<file path="src/rtl/mem_bus_arbiter.sv">
// -----------------------------------------------------------------------------
// mem_bus_arbiter
//
// Shares one memory port between the instruction-fetch requester (IF) and the
// execute load/store requester (EX). Each granted access runs the fixed
// sequence IDLE -> GRANT -> ACCESS -> CAPTURE -> ACK -> IDLE. When both
// requesters contend in IDLE, the one that was not granted last wins.
//
// Optional feature macro: MEM_TIMEOUT_EN
//   defined   : ACCESS aborts to ACK with err=1 after TIMEOUT_CYC cycles
//               without mfc.
//   undefined : ACCESS waits for mfc indefinitely and err stays 0.
//
// Ports
//   clk         clock, all state changes on the rising edge
//   reset       synchronous, active-low reset
//   if_req      IF read request (level, held with if_addr until if_ack)
//   if_addr     IF read address
//   if_rdata    IF read data, valid while if_ack=1, then held
//   if_ack      one-cycle completion pulse to IF
//   ex_req      EX request (level, held with ex_we/ex_addr/ex_wdata until ex_ack)
//   ex_we       EX direction, 1=write 0=read
//   ex_addr     EX address
//   ex_wdata    EX write data
//   ex_rdata    EX read data, valid while ex_ack=1, then held
//   ex_ack      one-cycle completion pulse to EX
//   mem_addr    memory address, latched in GRANT and held between accesses
//   mem_wdata   memory write data, latched in GRANT for EX writes only
//   mem_rdata   memory read data, valid when mfc=1
//   mem_rw      memory direction, 1=read 0=write
//   mem_enable  memory cycle active (ACCESS state)
//   mfc         memory function complete, only looked at in ACCESS
//   busy        high whenever the sequencer is not IDLE
//   err         timeout flag, pulses together with the ack
// -----------------------------------------------------------------------------
module mem_bus_arbiter #(
    parameter int AW          = 16,
    parameter int DW          = 16,
    parameter int TIMEOUT_CYC = 15
) (
    input  logic          clk,
    input  logic          reset,
    input  logic          if_req,
    input  logic [AW-1:0] if_addr,
    output logic [DW-1:0] if_rdata,
    output logic          if_ack,
    input  logic          ex_req,
    input  logic          ex_we,
    input  logic [AW-1:0] ex_addr,
    input  logic [DW-1:0] ex_wdata,
    output logic [DW-1:0] ex_rdata,
    output logic          ex_ack,
    output logic [AW-1:0] mem_addr,
    output logic [DW-1:0] mem_wdata,
    input  logic [DW-1:0] mem_rdata,
    output logic          mem_rw,
    output logic          mem_enable,
    input  logic          mfc,
    output logic          busy,
    output logic          err
);

`ifdef MEM_TIMEOUT_EN
    localparam bit TIMEOUT_EN = 1'b1;
`else
    localparam bit TIMEOUT_EN = 1'b0;
`endif

    localparam int TO_W = $clog2(TIMEOUT_CYC + 1);

    typedef enum logic [2:0] {
        S_IDLE,
        S_GRANT,
        S_ACCESS,
        S_CAPTURE,
        S_ACK
    } state_t;

    typedef enum logic {
        OWN_IF = 1'b0,
        OWN_EX = 1'b1
    } owner_t;

    state_t          state;
    state_t          next_state;
    owner_t          owner;
    owner_t          next_owner;
    owner_t          last_grant;
    logic [DW-1:0]   mdr;         // memory data sampled on the mfc edge
    logic [TO_W-1:0] to_cnt;      // ACCESS cycles seen with mfc=0
    logic            timed_out;
    logic            timeout_hit;

    // Constant-false in the default build, so the counter logic folds away.
    assign timeout_hit = TIMEOUT_EN && !mfc && (to_cnt == TO_W'(TIMEOUT_CYC - 1));

    // State register.
    // NOTE: sequential state always uses non-blocking (<=) so every flop
    // samples the pre-edge values regardless of block ordering.
    always_ff @(posedge clk) begin
        if (!reset) begin
            state <= S_IDLE;
        end else begin
            state <= next_state;
        end
    end

    // Next-state and arbitration decision.
    // NOTE: every signal written here gets a default first; a path that leaves
    // one unassigned would infer a latch.
    always_comb begin
        next_state = state;
        next_owner = OWN_IF;
        unique case (state)
            S_IDLE: begin
                if (if_req || ex_req) begin
                    next_state = S_GRANT;
                    if (if_req && ex_req) begin
                        // Round-robin: the requester not granted last time wins.
                        next_owner = (last_grant == OWN_IF) ? OWN_EX : OWN_IF;
                    end else if (ex_req) begin
                        next_owner = OWN_EX;
                    end
                end
            end
            S_GRANT:   next_state = S_ACCESS;
            S_ACCESS: begin
                if (mfc) begin
                    next_state = S_CAPTURE;
                end else if (timeout_hit) begin
                    next_state = S_ACK;
                end
            end
            S_CAPTURE: next_state = S_ACK;
            S_ACK:     next_state = S_IDLE;
            default:   next_state = S_IDLE;
        endcase
    end

    // Datapath: owner tracking, memory-side latches and read-data capture.
    // NOTE: the data registers are reset as well because every output must
    // read 0 out of reset, including the held read data.
    always_ff @(posedge clk) begin
        if (!reset) begin
            owner      <= OWN_IF;
            last_grant <= OWN_EX;
            mem_addr   <= '0;
            mem_wdata  <= '0;
            mem_rw     <= 1'b0;
            mdr        <= '0;
            if_rdata   <= '0;
            ex_rdata   <= '0;
        end else begin
            unique case (state)
                S_IDLE: begin
                    if (next_state == S_GRANT) begin
                        owner      <= next_owner;
                        last_grant <= next_owner;
                    end
                end
                S_GRANT: begin
                    if (owner == OWN_EX) begin
                        mem_addr <= ex_addr;
                        mem_rw   <= ~ex_we;
                        if (ex_we) begin
                            mem_wdata <= ex_wdata;
                        end
                    end else begin
                        mem_addr <= if_addr;
                        mem_rw   <= 1'b1;
                    end
                end
                S_ACCESS: begin
                    // mem_rdata is only guaranteed while mfc is high, so grab it
                    // here and hand it to the requester in CAPTURE.
                    if (mfc) begin
                        mdr <= mem_rdata;
                    end
                end
                S_CAPTURE: begin
                    if (mem_rw) begin
                        if (owner == OWN_EX) begin
                            ex_rdata <= mdr;
                        end else begin
                            if_rdata <= mdr;
                        end
                    end
                end
                default: begin
                end
            endcase
        end
    end

    // Timeout counter and flag; cleared at every grant.
    always_ff @(posedge clk) begin
        if (!reset) begin
            to_cnt    <= '0;
            timed_out <= 1'b0;
        end else if (state == S_GRANT) begin
            to_cnt    <= '0;
            timed_out <= 1'b0;
        end else if (TIMEOUT_EN && state == S_ACCESS && !mfc) begin
            to_cnt <= to_cnt + 1'b1;
            if (timeout_hit) begin
                timed_out <= 1'b1;
            end
        end
    end

    assign busy       = (state != S_IDLE);
    assign mem_enable = (state == S_ACCESS);
    assign if_ack     = (state == S_ACK) && (owner == OWN_IF);
    assign ex_ack     = (state == S_ACK) && (owner == OWN_EX);
    assign err        = (state == S_ACK) && timed_out;

endmodule
</file>
<file path="config.mk">
export PLATFORM = sky130hd
export DESIGN_NAME = mem_bus_arbiter
export DESIGN_NICKNAME = d
export VERILOG_FILES = /design/src/rtl/mem_bus_arbiter.sv
export SDC_FILE = /design/constraint.sdc
export NUM_CORES = 1
export LEC_CHECK = 0
export CORE_ASPECT_RATIO = 2
export CORE_MARGIN = 1.5
export CORE_UTILIZATION = 46
export DETAILED_ROUTE_END_ITERATION = 10
export GPL_ROUTABILITY_DRIVEN = 1
export HOLD_SLACK_MARGIN = 0.15
export PLACE_DENSITY = 0.9
export SYNTH_ARGS = -nofsm -noshare
export SYNTH_HDL_FRONTEND = slang
export SYNTH_SLANG_ARGS = --single-unit
</file>
<file path="constraint.sdc">
create_clock -name clk -period 3.05 [get_ports clk]
set_clock_uncertainty 0.05 [all_clocks]
set_input_delay 0.61 -clock clk [delete_from_list [all_inputs] [get_ports clk]]
set_output_delay 0.61 -clock clk [all_outputs]
set_load 0.01 [all_outputs]
</file>
==> results of run 1 <==
-- sequential cells by signal, indices dropped and copies added (netlist names) --
register / cells
last_grant: 1
ex_rdata: 16
if_rdata: 16
mem_rw: 1
mdr: 16
state: 3
mem_addr: 16
mem_wdata: 16
owner: 1
-- final cells by class --
type	count	area (um2)	share of cell area, %
clock buffers	12	236	4.67
repair buffers	143	1430	28.2
flip-flops and latches	86	1720	34.0
well taps	92	115	2.27
clock inverters	4	47.5	0.939
inverters	2	7.51	0.148
multi-input cells	237	1510	29.7
diodes	1	2.50	0.0494
-- kinds of logic after synthesis --
logic type | count (synthesis) | synth area share (%)
simple gates | 132 | 16.9
compound gates | 39 | 8.27
mux | 64 | 18.9
buf+inv | 31 | 4.80
flops | 86 | 50.8
xor+xnor | 1 | 0.258
other cells | 1 | 0.111
-- stage by stage --
step           hold slack, ps  power (uW)  cells  instance area (um2)
4_1_cts                   410        2780    576                 5060
3_3_place_gp              392        1720    560                 4780
2_1_floorplan             409        1500    354                 3390
3_5_place_dp              403        1740    560                 4780
6_report                  406        2750    577                 5070
5_1_grt                   429        2860    577                 5070
-- worst max-delay path, delay by kind of cell, from the launching register on --
family | cells | cell delay [ps]
flops | 1 | 500
buf+inv | 1 | 560
simple gates | 2 | 450
-- per-layer routing --
metal  GRT usage (%)  vias to the layer above
li1                -                     1445
met1            22.0                     1361
met2            38.2                      103
met3            5.87                       23
met4            12.9                        0
met5               0                        -
-- worst min-delay path by stage --
stage                                     startpoint                         end  slack (ps)  cells past startpoint
final                       if_rdata[2]$_SDFFE_PN0P_    if_rdata[2]$_SDFFE_PN0P_         410                      2
after detailed placement    if_rdata[2]$_SDFFE_PN0P_    if_rdata[2]$_SDFFE_PN0P_         400                      2
after global placement     mem_wdata[4]$_SDFFE_PN0P_   mem_wdata[4]$_SDFFE_PN0P_         390                      2
after CTS                   if_rdata[2]$_SDFFE_PN0P_    if_rdata[2]$_SDFFE_PN0P_         410                      2
after floorplan                 mdr[10]$_SDFFE_PN0P_   ex_rdata[10]$_SDFFE_PN0P_         410                      2
after global routing      mem_wdata[11]$_SDFFE_PN0P_  mem_wdata[11]$_SDFFE_PN0P_         430                      2
-- power by group through the flow --
stage	combinational [uW]	clock [uW]	sequential (uW)
2_1_floorplan	230	0	1270
3_3_place_gp	459	0	1260
3_5_place_dp	469	0	1270
4_1_cts	473	1060	1250
5_1_grt	509	1100	1250
6_report	467	1030	1250
-- placed cells by master, fill, tap and decap left out --
cell type	instances
inv_1	2
clkdlybuf4s50_1	137
clkbuf_16	9
nand4_2	1
xnor2_1	1
o21ai_0	19
clkinvlp_4	1
and3_1	3
a32o_1	1
and4bb_2	1
a21oi_1	3
diode_2	1
conb_1	1
nand2b_1	1
clkinv_2	2
dfxtp_1	86
nor3b_4	1
buf_4	5
and4b_1	1
nor2b_2	1
clkbuf_1	3
nand2_1	100
bufinv_16	1
nor2b_1	1
buf_12	1
o211a_1	16
nand3_1	16
mux2i_1	64
nor2_1	5
nor3_1	1
==> results_dict.tcl, run 1 <==
set metrics [dict create \
    gp_congestion 0.825 \
    grtUsageTotal_pct 21.6 \
    syn_inst 354 \
    tightest_slew_ps 765 \
    min_path_type "flop to flop" \
    p_comb_share_pct 17.0 \
    dr_wl_met3_um 461 \
    path_cells "nor2b_2 -> nor2b_1 -> clkdlybuf4s50_1" \
    clk_pin_slew_ps 60 \
    dr_wl_met2_um 4490 \
    clock_path_buffers 2 \
    crit_type "flop to output port" \
    numCtsBuffers 9 \
    gr-total-overflow 0 \
    clock-root-buffer "clkbuf_16" \
    dp_slack_ps 835 \
    drtIter0Drc 97 \
    critPathRequiredTime_ps 2390 \
    cpPeakStageDelay_ps 560 \
    drive_gt1_share_pct 4.75 \
    wl_um 8200 \
    num_rows 44 \
    r2r_slack_ps 1030 \
    areaGrowthSynthToFinish_pct 49.4 \
    clkSinkCount 86 \
    die-width_um 63.7 \
    dr.max_layer_used "met4" \
    r2r-start "state[1]$_SDFF_PN0_" \
    portBuffers 138 \
    p_int_uw 2090 \
    drcViolationCount 0 \
    synth_seq_cells 86 \
    fill_cells 564 \
    yosysMostFrequentCell "nand2_1" \
    synth-main-ff-cell "dfxtp_1" \
    cp.arrival_ps 1840 \
    ctsHoldBuffers 0 \
    cp-endpoint "mem_enable" \
    fin_util_pct 70.2 \
    ctsHtreeMaxLevel 3 \
    synthArstFlopShare_pct 0 \
    antenna_found_initial 1 \
    worstPathMaxFanout 7 \
    timing.max_cap.violations 0 \
    clkPwrFrac_pct 37.7 \
    synth-seq-area-share_pct 50.8 \
    ff2ff_path_depth 4 \
    grt_max_degree 97 \
    num_vias 2932 \
    hold_viol_final 0 \
    avgSynthCellArea_um2 9.58 \
    p_sw_share_pct 23.8 \
    synthTopCellsByCount "nand2_1, dfxtp_1, mux2i_1" \
    netlist_area_um2 3390 \
    synth_area_leader_cell "dfxtp_1" \
    switchingPower_uw 655 \
    grt_pass1_vias 2927 \
    critPathLaunch "state[1]$_SDFF_PN0_" \
    sequentialPowerShare_pct 45.3 \
    drt-vias-per-instance 5.08 \
    post-cts-setup-buffer-count 0 \
    nNetsFinal 549 \
    core_um2 7210 \
    wl_met1_um 2940 \
    drtPass1Iterations 5 \
    initial_core_util_pct 47.0 \
    detail-route-antenna-nets 0 \
    cts_resized 0 \
    io_pins 140 \
    fin_ws_ps 553 \
    die_area_um2 7930 \
    finalCritPeriodShare_pct 81.9 \
    crit_slowest_cell "clkdlybuf4s50_1" \
    clock_latency_ps 330 \
    drv_slew 0 \
    synth_top_cell_area_share_pct 50.8 \
    status "completed" \
    fmax_ghz 0.401 \
    synth_edf_count 0 \
    grt_pass1_wl_um 13400 \
    setup_tns_ps 0 \
    r2r-end "if_rdata[9]$_SDFFE_PN0P_" \
    start_kind "flop" \
    irDropWorstVdd_mv 0.420 \
    critPathCaptureType "output port" \
    p_leak_uw 0.00206 \
    rsz0062_at_grt "false" \
    wl_per_cell_um 14.2 \
    hpwl_um 5990 \
    cts_tree "built" \
    slew_headroom_pct 48.9 \
    final-setup-viol-count 0 \
    power_density_nw_per_um2 542 \
    fin_crit_ps 2500 \
    yosysWarnings 0 \
    synth_area_leaders "dfxtp_1, mux2i_1, nand2_1, o211a_1, o21ai_0" \
    dieHeight_um 124 \
    syn-num-nets 424 \
    synthDistinctLibCells 26 \
]
(Power assumes the default switching activity.)
==> run 2, diff against run 1 <==
--- a/config.mk
+++ b/config.mk
@@ -7,11 +7,11 @@
 export LEC_CHECK = 0
 export CORE_ASPECT_RATIO = 2
 export CORE_MARGIN = 1.5
-export CORE_UTILIZATION = 46
+export CORE_UTILIZATION = 43
 export DETAILED_ROUTE_END_ITERATION = 10
 export GPL_ROUTABILITY_DRIVEN = 1
 export HOLD_SLACK_MARGIN = 0.15
-export PLACE_DENSITY = 0.9
+export PLACE_DENSITY = 0.85
 export SYNTH_ARGS = -nofsm -noshare
 export SYNTH_HDL_FRONTEND = slang
 export SYNTH_SLANG_ARGS = --single-unit
==> constraint.sdc (replaced) <==
create_clock -name clk -period 2.4 [get_ports clk]
set_clock_uncertainty 0.05 [all_clocks]
set_input_delay 0.48 -clock clk [delete_from_list [all_inputs] [get_ports clk]]
set_output_delay 0.48 -clock clk [all_outputs]
set_load 0.01 [all_outputs]
==> run 2 against run 1 <==
Net effect: combinational power up 29%; via count up 0.20%; wire length up 0.52%; non-clock buffer count up 4; flip-flop and latch count unchanged; first-iteration DRC count up 81%; critical path type unchanged; critical endpoint is now busy; largest cell class unchanged.
==> results_dict.tcl, run 2 (synthesized netlist as in run 1, its figures left out) <==
set metrics [dict create \
    status "completed" \
    layout_commonest_cell "clkdlybuf4s50_1" \
    crit_slowest_cell "clkdlybuf4s50_1" \
    drive_gt1_share_pct 5.94 \
    wl_um 8240 \
    rsz0062_at_grt "false" \
    hold_viol_final 0 \
    num_antenna_cells 0 \
    hold_end "mem_wdata[11]$_SDFFE_PN0P_" \
    fin_crit_ps 2260 \
    io_pins 140 \
    sequentialPowerShare_pct 46.0 \
    dp.cells 566 \
    r2r_slack_ps 760 \
    numCtsBuffers 9 \
    switchingPower_uw 853 \
    power_density_nw_per_um2 676 \
    cpPeakStageDelay_ps 500 \
    wl_per_cell_um 14.2 \
    clock_path_buffers 2 \
    drt-vias-per-instance 5.05 \
    fill_cells 629 \
    p_sw_share_pct 24.8 \
    drcViolationCount 0 \
    critPathRequiredTime_ps 1870 \
    r2r-end "mem_wdata[0]$_SDFFE_PN0P_" \
    slew_headroom_pct 57.1 \
    min-delay-start "mem_wdata[11]$_SDFFE_PN0P_" \
    initial_core_util_pct 44.6 \
    tightest_slew_ps 644 \
    cp.arrival_ps 1730 \
    gr-total-overflow 0 \
    dpl_cell_area_um2 4820 \
    drv_slew 0 \
    portBuffers 138 \
    core_um2 7600 \
    drtIter0Drc 176 \
    finalCritPeriodShare_pct 94.3 \
    dieHeight_um 129 \
    irDropWorstVdd_mv 0.469 \
    die_area_um2 8460 \
    drtPass1Iterations 5 \
    fin_util_pct 67.0 \
    setup_tns_ps 0 \
    num_vias 2938 \
    areaGrowthSynthToFinish_pct 50.3 \
    mostFrequentLayoutCells "clkdlybuf4s50_1, nand2_1, dfxtp_1" \
    grt_max_degree 68 \
    clock_latency_ps 340 \
    clock-root-buffer "clkbuf_16" \
    detail-route-antenna-nets 0 \
    path_buf_inv 2 \
    grtUsageTotal_pct 20.8 \
    timing.max_cap.violations 0 \
    p_leak_uw 0.00208 \
    final-setup-viol-count 0 \
    ff2ff_path_depth 4 \
    holdPathStages 2 \
    clkSinkCount 86 \
    r2r-start "owner$_SDFFE_PN0P_" \
    path_cells "nor3_1 -> inv_1 -> clkdlybuf4s50_1" \
    p_comb_share_pct 17.5 \
    fmax_ghz 0.442 \
    gp_congestion 0.773 \
    critPathCaptureType "output port" \
    nNetsFinal 553 \
    worstPathMaxFanout 9 \
    finalInstanceArea_um2 5090 \
    p_int_uw 2590 \
    hpwl_um 6040 \
    cts_tree "built" \
    grt_pass1_vias 2954 \
    clk_pin_slew_ps 60 \
    num_rows 45 \
    min_path_type "flop to flop" \
    cpLargestDelayFamily "buffers and inverters" \
    antenna_found_initial 0 \
    die-width_um 65.8 \
    finalNonFillerCells 582 \
    crit_type "flop to output port" \
    start_kind "flop" \
    grt_pass1_wl_um 13400 \
    ctsHtreeMaxLevel 3 \
    clkPwrFrac_pct 36.5 \
]
run 2: changes by cell type in the layout (fill, tap and decap cells not counted), sizes merged:
cell | previous run | this run
buf | 6 | 10
clkinv | 2 | 3
bufinv | 1 | 0
diode | 1 | 0
run 2: area by class of cell:
class                   count  area, um2  share of cell area [%]
clock buffers              12        246                    4.84
clock inverters             4       22.5                   0.442
inverters                   2       7.51                   0.147
multi-input cells         237       1510                    29.6
flip-flops and latches     86       1720                    33.8
well taps                  94        118                    2.31
repair buffers            147       1470                    28.9
run 2: metal layers:
| metal | part of all wire (%) | track usage [%] |
|---|---|---|
| met1 | 35 | 19.4 |
| met2 | 55 | 39.2 |
| met3 | 6.5 | 5.16 |
| met4 | 2.9 | 11.9 |
| met5 | 0 | 0 |
run 2: how the worst max path moves through the flow:
stage          cells after the start          to                 from
4_1_cts                            3  mem_enable  state[1]$_SDFF_PN0_
5_1_grt                            3        busy  state[0]$_SDFF_PN0_
2_1_floorplan                      3      ex_ack   owner$_SDFFE_PN0P_
3_5_place_dp                       3  mem_enable  state[1]$_SDFF_PN0_
6_report                           3        busy  state[0]$_SDFF_PN0_
3_3_place_gp                       3  mem_enable  state[1]$_SDFF_PN0_
run 2: power by group through the flow:
| stage | Sequential (uW) | Clock (uW) | Combinational (uW) |
|---|---|---|---|
| 2_1_floorplan | 1620 | 0 | 292 |
| 3_3_place_gp | 1610 | 0 | 596 |
| 3_5_place_dp | 1610 | 0 | 608 |
| 4_1_cts | 1580 | 1280 | 612 |
| 5_1_grt | 1590 | 1340 | 658 |
| 6_report | 1580 | 1260 | 603 |
run 2: repair_timing:
action | CTS | global route
resized for setup | 0 | 1
hold buffers | 0 | 0
endpoints found under the setup margin | 0 | 1
buffers inserted | 0 | 0
run 2: worst min-delay path, cell delays in order (launching register included):
cell     delay [ps]
dfxtp_1         310
nand2_1          50
mux2i_1          50
run 2: metrics by stage:
| stage | power [uW] | setup slack [ps] | hold slack [ps] |
|---|---|---|---|
| 3_3_place_gp | 2200 | 498 | 392 |
| 4_1_cts | 3470 | 71.6 | 409 |
| 5_1_grt | 3600 | 30.1 | 430 |
| 6_report | 3440 | 137 | 405 |
| 3_5_place_dp | 2220 | 468 | 400 |
| 2_1_floorplan | 1910 | 781 | 409 |
==> run 3, diff against run 2 <==
--- a/config.mk
+++ b/config.mk
@@ -5,7 +5,7 @@
 export SDC_FILE = /design/constraint.sdc
 export NUM_CORES = 1
 export LEC_CHECK = 0
-export CORE_ASPECT_RATIO = 2
+export CORE_ASPECT_RATIO = 1.1
 export CORE_MARGIN = 1.5
 export CORE_UTILIZATION = 43
 export DETAILED_ROUTE_END_ITERATION = 10
==> run 3 against run 2 <==
Net effect: die area decreased by 0.37%; sequential share of layout area grew 0.33 points; via count decreased by 1.1%; sequential power about the same; critical path type unchanged; clock power is 9.5% lower; flip-flop and latch count stayed put; final area decreased by 0.96%.
==> results_dict.tcl, run 3 (synthesized netlist as in run 1, its figures left out) <==
set metrics [dict create \
    path_cells "nor2b_2 -> nor2b_1 -> clkdlybuf4s50_1" \
    clock_latency_ps 350 \
    antenna_found_initial 0 \
    gp_congestion 0.768 \
    fmax_ghz 0.452 \
    rsz0062_at_grt "false" \
    power_density_nw_per_um2 658 \
    min_path_type "flop to flop" \
    io_pins 140 \
    path_buf_inv 1 \
    detail-route-antenna-nets 0 \
    status "completed" \
    p_leak_uw 0.00205 \
    ctsHtreeMaxLevel 3 \
    num_rows 33 \
    die_area_um2 8430 \
    drcViolationCount 0 \
    crit_slowest_cell "clkdlybuf4s50_1" \
    critPathRequiredTime_ps 1870 \
    drive_gt1_share_pct 6.17 \
    cts_resized 0 \
    tightest_slew_ps 721 \
    drt-vias-per-instance 4.92 \
    worstPathMaxFanout 7 \
    initial_core_util_pct 44.9 \
    layout_commonest_cell "clkdlybuf4s50_1" \
    clk_pin_slew_ps 90 \
    mostFrequentLayoutCells "clkdlybuf4s50_1, nand2_1, dfxtp_1" \
    ctsHoldBuffers 0 \
    finalCritPeriodShare_pct 92.1 \
    cpLargestDelayFamily "buffers and inverters" \
    total_power_uw 3320 \
    crit_type "flop to output port" \
    start_kind "flop" \
    clock_path_buffers 2 \
    num_antenna_cells 0 \
    irDropWorstVdd_mv 0.387 \
    setup_tns_ps 0 \
    slew_headroom_pct 51.9 \
    grt_pass1_wl_um 12300 \
    grt_pass1_vias 2762 \
    timing.max_cap.violations 0 \
    grtUsageTotal_pct 18.8 \
    die-width_um 87.7 \
    drtIter0Drc 87 \
    wl_per_cell_um 13.5 \
    fill_cells 617 \
    fin_crit_ps 2210 \
    core_um2 7560 \
    cp.arrival_ps 1680 \
    grt_max_degree 74 \
    critPathCaptureType "output port" \
    final-setup-viol-count 0 \
    dieHeight_um 96.1 \
    drtPass1Iterations 4 \
    nNetsFinal 551 \
    post-cts-setup-buffer-count 0 \
    drv_slew 0 \
    hpwl_um 5710 \
    clkSinkCount 86 \
    num_vias 2906 \
    numCtsBuffers 9 \
    clock-root-buffer "clkbuf_8" \
    cpPeakStageDelay_ps 570 \
    gr-total-overflow 0 \
    areaGrowthSynthToFinish_pct 48.8 \
    portBuffers 138 \
    cts_tree "built" \
    wl_um 7950 \
    hold_viol_final 0 \
]
run 3: cell count changes in the layout (fill, tap and decap cells not counted), moves of 2 or more:
| cell | delta |
|---|---|
| clkbuf_16 | -9 |
| clkbuf_8 | +8 |
| clkinv_4 | +2 |
| clkinv_2 | -3 |
| clkbuf_1 | -2 |
| bufinv_16 | +2 |
run 3: layout make-up:
cell class	count	area (um2)	share of cell area, %
Sequential cell	86	1720	34.1
Tap cell	105	131	2.60
Clock buffer	9	124	2.45
Clock inverter	7	105	2.08
Timing Repair Buffer	145	1440	28.6
Multi-Input combinational cell	237	1510	30.0
Inverter	2	7.51	0.149
run 3: per-layer routing:
metal | global-route usage [%] | up-vias | wire (um)
met2 | 32.7 | 98 | 3950
met1 | 20.8 | 1349 | 3370
met5 | 0 | - | 0
li1 | - | 1450 | -
met3 | 5.83 | 9 | 500
met4 | 9.26 | 0 | 132
run 3: path summary, 6_finish.rpt:
kind | startpoint | slack, ps | depth (start not counted) | endpoint
setup / recovery | state[1]$_SDFF_PN0_ | 190 | 3 | mem_enable
hold / removal | if_rdata[1]$_SDFFE_PN0P_ | 410 | 2 | if_rdata[1]$_SDFFE_PN0P_
setup reg to reg | state[0]$_SDFF_PN0_ | 760 | 4 | mem_wdata[12]$_SDFFE_PN0P_
hold reg to reg | if_rdata[1]$_SDFFE_PN0P_ | 410 | 2 | if_rdata[1]$_SDFFE_PN0P_
run 3: worst reg2reg max path, delay by kind of cell (launching register included):
kind	cells	cell delay (ps)
buffers and inverters	1	290
AND/OR/NAND/NOR	2	470
multiplexers	1	240
flip-flops	1	520
run 3: power breakdown:
group          total [uW]  internal (uW)  switching (uW)
combinational         598            340             258
sequential           1580           1520            61.8
clock                1140            601             541
total                3320           2460             861
run 3: metrics by stage:
step	std cells	util, %	hold slack [ps]	cell area, um2	worst slack (ps)
floorplan	354	-	409	3390	781
global placement	575	63.7	393	4810	481
detailed placement	575	63.7	399	4810	432
CTS	591	66.7	411	5040	46.1
global route	591	66.8	436	5050	54.0
finish	591	66.8	407	5050	189
